### src/rtl/hilo_mdu_pkg.sv
// Shared definitions for the HI/LO special-register unit: stall-bus width,
// Stop/NoStop encodings and the divider state type.
package hilo_mdu_pkg;

   localparam int unsigned StallW = 6;
   localparam logic        Stop   = 1'b1;
   localparam logic        NoStop = 1'b0;

   typedef enum logic [1:0] {StIdle, StBusy, StDone} div_state_e;

endpackage

### src/rtl/hilo_mdu_div_iter.sv
// Iterative radix-2 restoring divider, signed or unsigned, one quotient bit per
// cycle, with sign fix-up applied as the result is captured.
module div_iter
   import hilo_mdu_pkg::*;
#(
   parameter int unsigned DataW = 32
) (
   input  logic             clk,
   input  logic             rst_n,
   input  logic             start_i,
   input  logic             signed_i,
   input  logic [DataW-1:0] a_i,
   input  logic [DataW-1:0] b_i,
   input  logic             cancel_i,
   output logic             busy_o,
   output logic             done_o,
   output logic [DataW-1:0] quot_o,
   output logic [DataW-1:0] rem_o,
   output logic             stallreq_o
);

   localparam int unsigned CntW = $clog2(DataW + 1);

   div_state_e        state_q, state_d;
   logic [CntW-1:0]   cnt_q, cnt_d;
   logic [DataW-1:0]  rem_q, rem_d;
   logic [DataW-1:0]  quot_q, quot_d;
   logic [DataW-1:0]  dvsr_q, dvsr_d;
   logic              negq_q, negq_d;
   logic              negr_q, negr_d;
   logic [DataW-1:0]  quot_res_q, quot_res_d;
   logic [DataW-1:0]  rem_res_q, rem_res_d;

   logic              a_neg, b_neg, take;
   logic [DataW-1:0]  a_abs, b_abs, rem_step, quot_step;
   logic [DataW:0]    shifted, diff;

   assign a_neg = signed_i & a_i[DataW-1];
   assign b_neg = signed_i & b_i[DataW-1];
   assign a_abs = a_neg ? -a_i : a_i;
   assign b_abs = b_neg ? -b_i : b_i;

   // A zero divisor always subtracts, yielding all-ones quotient and |a| remainder.
   assign shifted   = {rem_q, quot_q[DataW-1]};
   assign diff      = shifted - {1'b0, dvsr_q};
   assign take      = ~diff[DataW];
   assign rem_step  = take ? diff[DataW-1:0] : shifted[DataW-1:0];
   assign quot_step = {quot_q[DataW-2:0], take};

   always_comb begin
      state_d    = state_q;
      cnt_d      = cnt_q;
      rem_d      = rem_q;
      quot_d     = quot_q;
      dvsr_d     = dvsr_q;
      negq_d     = negq_q;
      negr_d     = negr_q;
      quot_res_d = quot_res_q;
      rem_res_d  = rem_res_q;
      if (cancel_i) begin
         state_d = StIdle;
      end else begin
         unique case (state_q)
            StIdle: begin
               if (start_i) begin
                  state_d = StBusy;
                  cnt_d   = CntW'(DataW);
                  rem_d   = '0;
                  quot_d  = a_abs;
                  dvsr_d  = b_abs;
                  // Divide-by-zero quotient stays all ones regardless of signs.
                  negq_d  = (a_neg ^ b_neg) & (b_i != '0);
                  negr_d  = a_neg;
               end
            end
            StBusy: begin
               rem_d  = rem_step;
               quot_d = quot_step;
               cnt_d  = cnt_q - CntW'(1);
               if (cnt_q == CntW'(1)) begin
                  state_d    = StDone;
                  quot_res_d = negq_q ? -quot_step : quot_step;
                  rem_res_d  = negr_q ? -rem_step : rem_step;
               end
            end
            StDone:  state_d = StIdle;
            default: state_d = StIdle;
         endcase
      end
   end

   always_ff @(posedge clk or negedge rst_n) begin
      if (!rst_n) begin
         state_q    <= StIdle;
         cnt_q      <= '0;
         rem_q      <= '0;
         quot_q     <= '0;
         dvsr_q     <= '0;
         negq_q     <= 1'b0;
         negr_q     <= 1'b0;
         quot_res_q <= '0;
         rem_res_q  <= '0;
      end else begin
         state_q    <= state_d;
         cnt_q      <= cnt_d;
         rem_q      <= rem_d;
         quot_q     <= quot_d;
         dvsr_q     <= dvsr_d;
         negq_q     <= negq_d;
         negr_q     <= negr_d;
         quot_res_q <= quot_res_d;
         rem_res_q  <= rem_res_d;
      end
   end

   assign busy_o     = (state_q == StBusy);
   assign done_o     = (state_q == StDone);
   assign quot_o     = quot_res_q;
   assign rem_o      = rem_res_q;
   assign stallreq_o = ((state_q == StIdle) & start_i & ~cancel_i) | busy_o;

endmodule

### src/rtl/hilo_mdu.sv
// HI/LO special-register unit: architectural HI/LO, priority forwarding network,
// stall-aware registered read port and the iterative divider.
module hilo_mdu
   import hilo_mdu_pkg::*;
#(
   parameter int unsigned DATA_W  = 32,
   parameter int unsigned NFWD    = 6,
   parameter int unsigned STALL_W = StallW,
   parameter int unsigned SLOT    = 3
) (
   input  logic                   clk,
   input  logic                   rst_n,
   input  logic [STALL_W-1:0]     stall,
   input  logic [NFWD-1:0]        fwd_hi_we,
   input  logic [NFWD-1:0]        fwd_lo_we,
   input  logic [NFWD*DATA_W-1:0] fwd_hi,
   input  logic [NFWD*DATA_W-1:0] fwd_lo,
   output logic [DATA_W-1:0]      hi_o,
   output logic [DATA_W-1:0]      lo_o,
   input  logic                   div_start,
   input  logic                   div_signed,
   input  logic [DATA_W-1:0]      div_a,
   input  logic [DATA_W-1:0]      div_b,
   input  logic                   div_cancel,
   output logic                   div_busy,
   output logic                   div_done,
   output logic [DATA_W-1:0]      div_quot,
   output logic [DATA_W-1:0]      div_rem,
   output logic                   stallreq_div
);

   logic [DATA_W-1:0] hi_src [NFWD];
   logic [DATA_W-1:0] lo_src [NFWD];
   logic [DATA_W-1:0] hi_fwd, lo_fwd;
   logic [DATA_W-1:0] hi_r_q, hi_r_d, lo_r_q, lo_r_d;
   logic [DATA_W-1:0] hi_o_q, hi_o_d, lo_o_q, lo_o_d;
   logic              unused_stall;

   assign unused_stall = ^stall;

   for (genvar k = 0; k < NFWD; k++) begin : g_fwd
      assign hi_src[k] = fwd_hi[k*DATA_W +: DATA_W];
      assign lo_src[k] = fwd_lo[k*DATA_W +: DATA_W];
   end

   // Walk oldest to youngest so the lowest-index writer wins.
   always_comb begin
      hi_fwd = hi_r_q;
      lo_fwd = lo_r_q;
      for (int k = NFWD - 1; k >= 0; k--) begin
         if (fwd_hi_we[k]) hi_fwd = hi_src[k];
         if (fwd_lo_we[k]) lo_fwd = lo_src[k];
      end
   end

   always_comb begin
      hi_r_d = fwd_hi_we[NFWD-1] ? hi_src[NFWD-1] : hi_r_q;
      lo_r_d = fwd_lo_we[NFWD-1] ? lo_src[NFWD-1] : lo_r_q;
      hi_o_d = hi_o_q;
      lo_o_d = lo_o_q;
      if (stall[SLOT] == Stop && stall[SLOT+1] == NoStop) begin
         hi_o_d = '0;
         lo_o_d = '0;
      end else if (stall[SLOT] == NoStop) begin
         hi_o_d = hi_fwd;
         lo_o_d = lo_fwd;
      end
   end

   always_ff @(posedge clk or negedge rst_n) begin
      if (!rst_n) begin
         hi_r_q <= '0;
         lo_r_q <= '0;
         hi_o_q <= '0;
         lo_o_q <= '0;
      end else begin
         hi_r_q <= hi_r_d;
         lo_r_q <= lo_r_d;
         hi_o_q <= hi_o_d;
         lo_o_q <= lo_o_d;
      end
   end

   assign hi_o = hi_o_q;
   assign lo_o = lo_o_q;

   div_iter #(
      .DataW (DATA_W)
   ) u_div_iter (
      .clk        (clk),
      .rst_n      (rst_n),
      .start_i    (div_start),
      .signed_i   (div_signed),
      .a_i        (div_a),
      .b_i        (div_b),
      .cancel_i   (div_cancel),
      .busy_o     (div_busy),
      .done_o     (div_done),
      .quot_o     (div_quot),
      .rem_o      (div_rem),
      .stallreq_o (stallreq_div)
   );

endmodule

### config.mk
export PLATFORM = sky130hd
export DESIGN_NAME = hilo_mdu
export DESIGN_NICKNAME = d
export VERILOG_FILES = /design/src/rtl/hilo_mdu_pkg.sv /design/src/rtl/hilo_mdu_div_iter.sv /design/src/rtl/hilo_mdu.sv
export SDC_FILE = /design/constraint.sdc
export NUM_CORES = 1
export LEC_CHECK = 0
export ABC_AREA = 1
export BUFFER_PORTS_ARGS = -buffer_cell sky130_fd_sc_hd__buf_2
export CAP_MARGIN = 20
export CORE_AREA = 2 2 235 237
export DETAILED_ROUTE_END_ITERATION = 10
export DIE_AREA = 0 0 237 239
export RECOVER_POWER = 25
export SETUP_SLACK_MARGIN = 0.02
export SLEW_MARGIN = 10
export SYNTH_ARGS = -nofsm -noshare
export SYNTH_HDL_FRONTEND = slang
export SYNTH_SLANG_ARGS = --single-unit
### constraint.sdc
create_clock -name clk -period 4.05 [get_ports clk]
set_clock_uncertainty 0.05 [all_clocks]
set_input_delay 0.81 -clock clk [delete_from_list [all_inputs] [get_ports clk]]
set_output_delay 0.81 -clock clk [all_outputs]
set_load 0.01 [all_outputs]
# ---- Word-level counts from Yosys, hierarchy flattened
# Cells that the tools add are included.
dict set report classes {
  add_sub_neg 6
  reduce_logical 8
  n_eq_ne 7
  n_mux 31
  bitwise 10
}
# cell n
set op_table {}
lappend op_table {{$mux W32} 23}
lappend op_table {{$neg A32 Y32} 4}
lappend op_table {{$pmux W32 S2} 2}
lappend op_table {{$sub A33 B32 Y33} 1}
lappend op_table {{$reduce_bool A32 Y1} 1}
lappend op_table {{$pmux W6 S2} 1}
lappend op_table {{$reduce_and A3 Y1} 3}
lappend op_table {{$eq A6 B1 Y1 const B} 1}
lappend op_table {{$mux W2} 3}
lappend op_table {{$mux W6} 1}
lappend op_table {{$ne A3 B3 Y1 const B} 2}
lappend op_table {{$sub A6 B1 Y6 const B} 1}
lappend op_table {{$and A1 B1 Y1} 5}
lappend op_table {{$pmux W2 S2} 1}
lappend op_table {{$not A1 Y1} 3}
lappend op_table {{$eq A2 B1 Y1 const B} 1}
lappend op_table {{$eq A2 B2 Y1 const B} 1}
lappend op_table {{$logic_not A2 Y1} 1}
lappend op_table {{$ne A2 B1 Y1 const B} 1}
lappend op_table {{$ne A2 B2 Y1 const B} 1}
lappend op_table {{$reduce_and A2 Y1} 1}
lappend op_table {{$reduce_bool A2 Y1} 1}
lappend op_table {{$logic_and A1 B1 Y1} 1}
lappend op_table {{$or A1 B1 Y1} 1}
lappend op_table {{$xor A1 B1 Y1} 1}
dict set report totals {
  out_inout_bits 131
  register_bits 298
  elab_cells 75
}

# ---- Logic depth before layout (Yosys ltp)
dict set report depth {
  depth_word 8
  mapped_depth 28
  mapped_depth_nobuf 27
}

# ---- Modules after synthesis
# Synthesis repeated with hierarchy kept, for this count alone.
dict set report unflattened {
  hier_cells 3230
  hier_area_um2 20817.5
}
# mod n_inst area_per_inst_um2 cells_per_inst seq_area_each_um2
set by_module_without_submodules {}
lappend by_module_without_submodules {div_iter 1 12573.3 1893 4254.1}
lappend by_module_without_submodules {hilo_mdu 1 8244.2 1337 3203.1}

# ---- Worst setup path after synthesis
# OpenSTA, ideal clock, no wires.
dict set report synth_timing {
  kind {register to register}
  start {reg u_div_iter.dvsr_q[0]}
  end {reg u_div_iter.quot_res_q[28] (netlist: u_div_iter.quot_o[28])}
  path_stages_with_launch 26
  setup_time_ns 0.083
  setup_slack_ns 0.328
  required_ns 3.917
  path_buffers 2
  t_arrival_ns 3.589
  cell_sequence {dfrtp_1 > ha_1 > fa_1 > inv_1 > nand2_1 > nand2_1 > nand3_1 > nand2_1 > nand2_1 > nand2_2 > nand2_4 > nand2_4 > nand2_4 > nand2_4 > buf_6 > buf_4 > ha_1 > nand2_1 > nor3_1 > nand2_1 > nor2_1 > nand4_1 > o31ai_1 > o21ai_0 > xor2_1 > o21ai_0}
}
dict set report synth_between {
  elab_chain_len 4
}
# element line_no
set synth_rtl {}
lappend synth_rtl {{start: declaration} hilo_mdu_div_iter.sv:28} ;# logic [DataW-1:0] dvsr_q, dvsr_d;
lappend synth_rtl {{start signal: assignment} hilo_mdu_div_iter.sv:108} ;# dvsr_q <= dvsr_d;
lappend synth_rtl {{$sub A33 B32 Y33} hilo_mdu_div_iter.sv:45} ;# assign diff = shifted - {1'b0, dvsr_q};
lappend synth_rtl {{$not A1 Y1} hilo_mdu_div_iter.sv:46} ;# assign take = ~diff[DataW];
lappend synth_rtl {{$neg A32 Y32} hilo_mdu_div_iter.sv:82} ;# quot_res_d = negq_q ? -quot_step : quot_step;
lappend synth_rtl {{$mux W32} hilo_mdu_div_iter.sv:82}
lappend synth_rtl {{end signal: assignment} hilo_mdu_div_iter.sv:111} ;# quot_res_q <= quot_res_d;
lappend synth_rtl {{end: declaration} hilo_mdu_div_iter.sv:31} ;# logic [DataW-1:0] quot_res_q, quot_res_d;
# Every way passes these cells.
# A chain may end at the register's enable or synchronous reset.

# ---- Worst setup path in the final report
dict set report layout_timing {
  start {reg u_div_iter.dvsr_q[0]}
  end {reg u_div_iter.quot_res_q[26] (netlist: u_div_iter.quot_o[26])}
}
# The elaborated chain is that of the path after synthesis.

==> flow_summary.yaml <==
pwr:
  seqPwrFrac: 0.244
  power_per_cell_area_nw_per_um2: 693
  power_frac_comb: 0.553
  ir_worst_vdd_mv: 0.490
  p_sw_frac: 0.475
  p_int_mw: 9.25
  p_sw_mw: 8.36
  leakagePower_nw: 12.9
  p_clk_frac: 0.203
drt:
  ant_nets: 0
  dr_wl_met3_mm: 8.12
  vias: 21500
  m1WireLength_mm: 35.0
  drc: 0
  routed_wl_mm: 86.4
  wl_met2_mm: 39.8
  wl_per_cell_um: 20.9
  routed.top_layer: "met5"
  drt_iter0_drc: 1708
  via_per_inst: 5.22
  dr.pass1.iters: 5
global_routing:
  grt_pass1_vias: 20100
  grt_max_degree: 91
  gr-total-overflow: 0
  antenna_found_initial: 24
  track_usage: 0.296
  grt_pass1_wl_mm: 126
clock_network:
  hold_buffers: 0
  clock_path_buffers: 3
  numCtsBuffers: 38
  cts.sinks: 298
  root_buffer: "clkbuf_16"
  insertion_delay_ns: 0.56
  cts_tree: "yes"
  cts_resized: 0
  postCtsSetupRepairBufs: 0
  path_clk_slew_ns: 0.06
  h-tree-depth: 2
synth:
  synth_warnings: 0
  ys_types: 49
  synth_top_area_share: 0.369
  yosysTopAreaCell: "dfrtp_1"
  synthTopCellsByArea: "dfrtp_1 (37%), o21ai_0 (12%), nand2_1 (12%), a21oi_1 (5.3%), inv_1 (5.2%)"
  yosysSeqAreaShare: 0.369
  netlist_area_um2: 20200
  ys_seq_elements: 298
  syn_nets: 3342
  synth-main-ff-cell: "dfrtp_1"
  syn_inst: 2832
  syn_avg_cell_area_um2: 7.14
  synthArstFlopShare: 1.00
  synth_enable_flop_cells: 0
critical_path:
  crit_required_ns: 4.41
  slowest_delay_ns: 0.39
  worst-path-stages: 24
  r2r_start: "u_div_iter.dvsr_q[0]"
  crit_chain: "ha_1 -> fa_2 -> inv_1 -> nand2_1 -> nand2_1 -> nand3_1 -> nand2_1 -> nand2_1 -> nand2_2 -> nand2_4 -> nand2_4 -> nand2_4 -> nand2_4 -> ha_1 -> nand2_1 -> nor3_2 -> nand2_1 -> nor2_2 -> nand4_1 -> nand2_1 -> o21ai_2 -> a21oi_2 -> xor2_1 -> o21ai_0"
  cpLargestDelayFamily: "simple AND/OR/NAND/NOR gates"
  rr_worst_depth: 24
  criticalPathCategory: "reg2reg"
  crit_fanout: 3
  timing.critical_path.buf_inv: 1
  critPathSlowestCell: "dfrtp_1"
  worst_setup_path_end_kind: "flip-flop"
  crit_path_frequent_cell: "nand2_1"
  crit_path_end: "u_div_iter.quot_o[26]"
  cp_data_arrival_time_ns: 4.00
  r2r_end: "u_div_iter.quot_o[26]"
  critPathLaunch: "u_div_iter.dvsr_q[0]"
  worst_setup_path_start_kind: "flip-flop"
  rrSetupSlack_ns: 0.40
timing:
  hold_viol_final: 0
  worst_slew_pin_slew_ns: 2.45
  timing.final.ws_setup_ns: 0.405
  finalSetupTns_ns: 0
  max_freq_ghz: 0.274
  fin_crit_sh: 0.900
  slew_violations: 88
  rsz0062_at_grt: "false"
  finalCriticalPeriod_ns: 3.65
  setup_viol: 0
  relSlewSlack: -0.636
layout:
  fill_cells: 5710
  most-common-layout-cells: "nand2_1 (631), buf_2 (594), o21ai_0 (480)"
  final_nets: 3893
  drive_gt1_frac: 0.244
  multi_input_area_um2: 11100
  final_common_cell: "nand2_1"
  areaGrowthSynthToFinish_pct: 25.7
  ff_latch_area_um2: 7460
  final_cells: 4129
place:
  gp_congestion: 0.962
  hpwl_mm: 69.3
  placedCellCount: 4047
  dp_worst_setup_slack_ns: 0.150
  port_buffers: 597
die:
  rows: 86
  start_util: 0.372
  core_um2: 54300
  die_area_um2: 56600
  die_height_um: 239
  io_pins: 602
  die_w_um: 237
worst_hold_path:
  worstHoldPathType: "reg2reg"
status:
  outcome: "finished, violations left"
  violations: "max-capacitance violations, max-slew violations"
run:
  cap_violations: 1
==> cell type report <==
class                      instances  share of cell area
clock buffer                      53              0.0425
tap                              704              0.0347
clock inverter                    15             0.00847
antenna                           14             0.00138
timing repair buffer             662               0.139
inverter                         287              0.0424
multi-input combinational       2096               0.438
sequential                       298               0.294
==> how the worst min path moves through the flow <==
stage / startpoint / to / depth (start not counted)
after floorplan: u_div_iter.dvsr_q[10] / u_div_iter.dvsr_q[10] / 2
after global placement: u_div_iter.rem_o[17] / u_div_iter.rem_o[17] / 2
after detailed placement: u_div_iter.rem_o[18] / u_div_iter.rem_o[18] / 2
after CTS: rst_n / hi_o[20] / 1
after global routing: fwd_lo[181] / lo_r_q[21] / 2
final: u_div_iter.rem_o[18] / u_div_iter.rem_o[18] / 2
==> metal layers <==
layer / GRT usage / vias up
met1: 0.374 / 9978
met3: 0.0856 / 135
li1: - / 10600
met2: 0.476 / 839
met5: 0 / -
met4: 0.122 / 14
==> worst min-delay path, delay by kind of cell, from the launching register on <==
family	cells	cell delay, ns
flip-flops	1	0.33
AND/OR/NAND/NOR	2	0.11
==> flip-flops by register name, summed over array words and instances (netlist names) <==
name and cells:
u_div_iter.cnt_q 6, u_div_iter.rem_q 32, u_div_iter.quot_o 32, u_div_iter.state_q 2, u_div_iter.negq_q 1, u_div_iter.negr_q 1
hi_o 32, lo_o 32, u_div_iter.quot_q 32, u_div_iter.dvsr_q 32, hi_r_q 32, u_div_iter.rem_o 32
lo_r_q 32
==> stage by stage <==
step / hold WS (ns) / utilization / area, um2 / total power, mW
finish: 0.426 / 0.468 / 25400 / 17.6
CTS: 0.245 / 0.466 / 25300 / 17.6
detailed placement: 0.414 / 0.443 / 24100 / 13.9
global placement: 0.411 / 0.443 / 24100 / 13.9
global route: 0.442 / 0.468 / 25400 / 19.1
floorplan: 0.403 / - / 20200 / 10.7
==> kinds of logic (layout without fill, tap and decap cells) <==
kind of cell | count (synthesis) | after routing | share of synthesized area
DFF | 298 | 298 | 0.369
AOI/OAI and AO/OA | 798 | 798 | 0.208
buffers and inverters | 438 | 1017 | 0.0839
and+or+nand+nor | 1070 | 1070 | 0.223
muxes | 96 | 96 | 0.0515
other | 0 | 14 | 0
adders and majority gates | 39 | 39 | 0.0245
xor gates and xnor gates | 93 | 93 | 0.0403
==> power groups by stage <==
stage | combinational, mW | sequential, mW | clock (mW)
final | 9.75 | 4.29 | 3.58
after global routing | 11.0 | 4.37 | 3.78
after CTS | 9.65 | 4.28 | 3.66
after detailed placement | 9.60 | 4.32 | 0
after floorplan | 6.40 | 4.32 | 0
after global placement | 9.57 | 4.30 | 0
==> cells in the mapped netlist (17+ instances only) <==
cell	instances
nand2_1	632
o21ai_0	481
dfrtp_1	298
inv_1	278
a21oi_1	213
nor2_1	178
nand3_1	166
clkbuf_1	124
mux2_2	64
xor2_1	64
ha_1	38
mux2i_1	32
xnor2_1	29
nor3_1	27
o22ai_1	26
o211ai_1	25
nand4_1	20
buf_1	17
No activity file was read; power rests on OpenSTA's default activity.
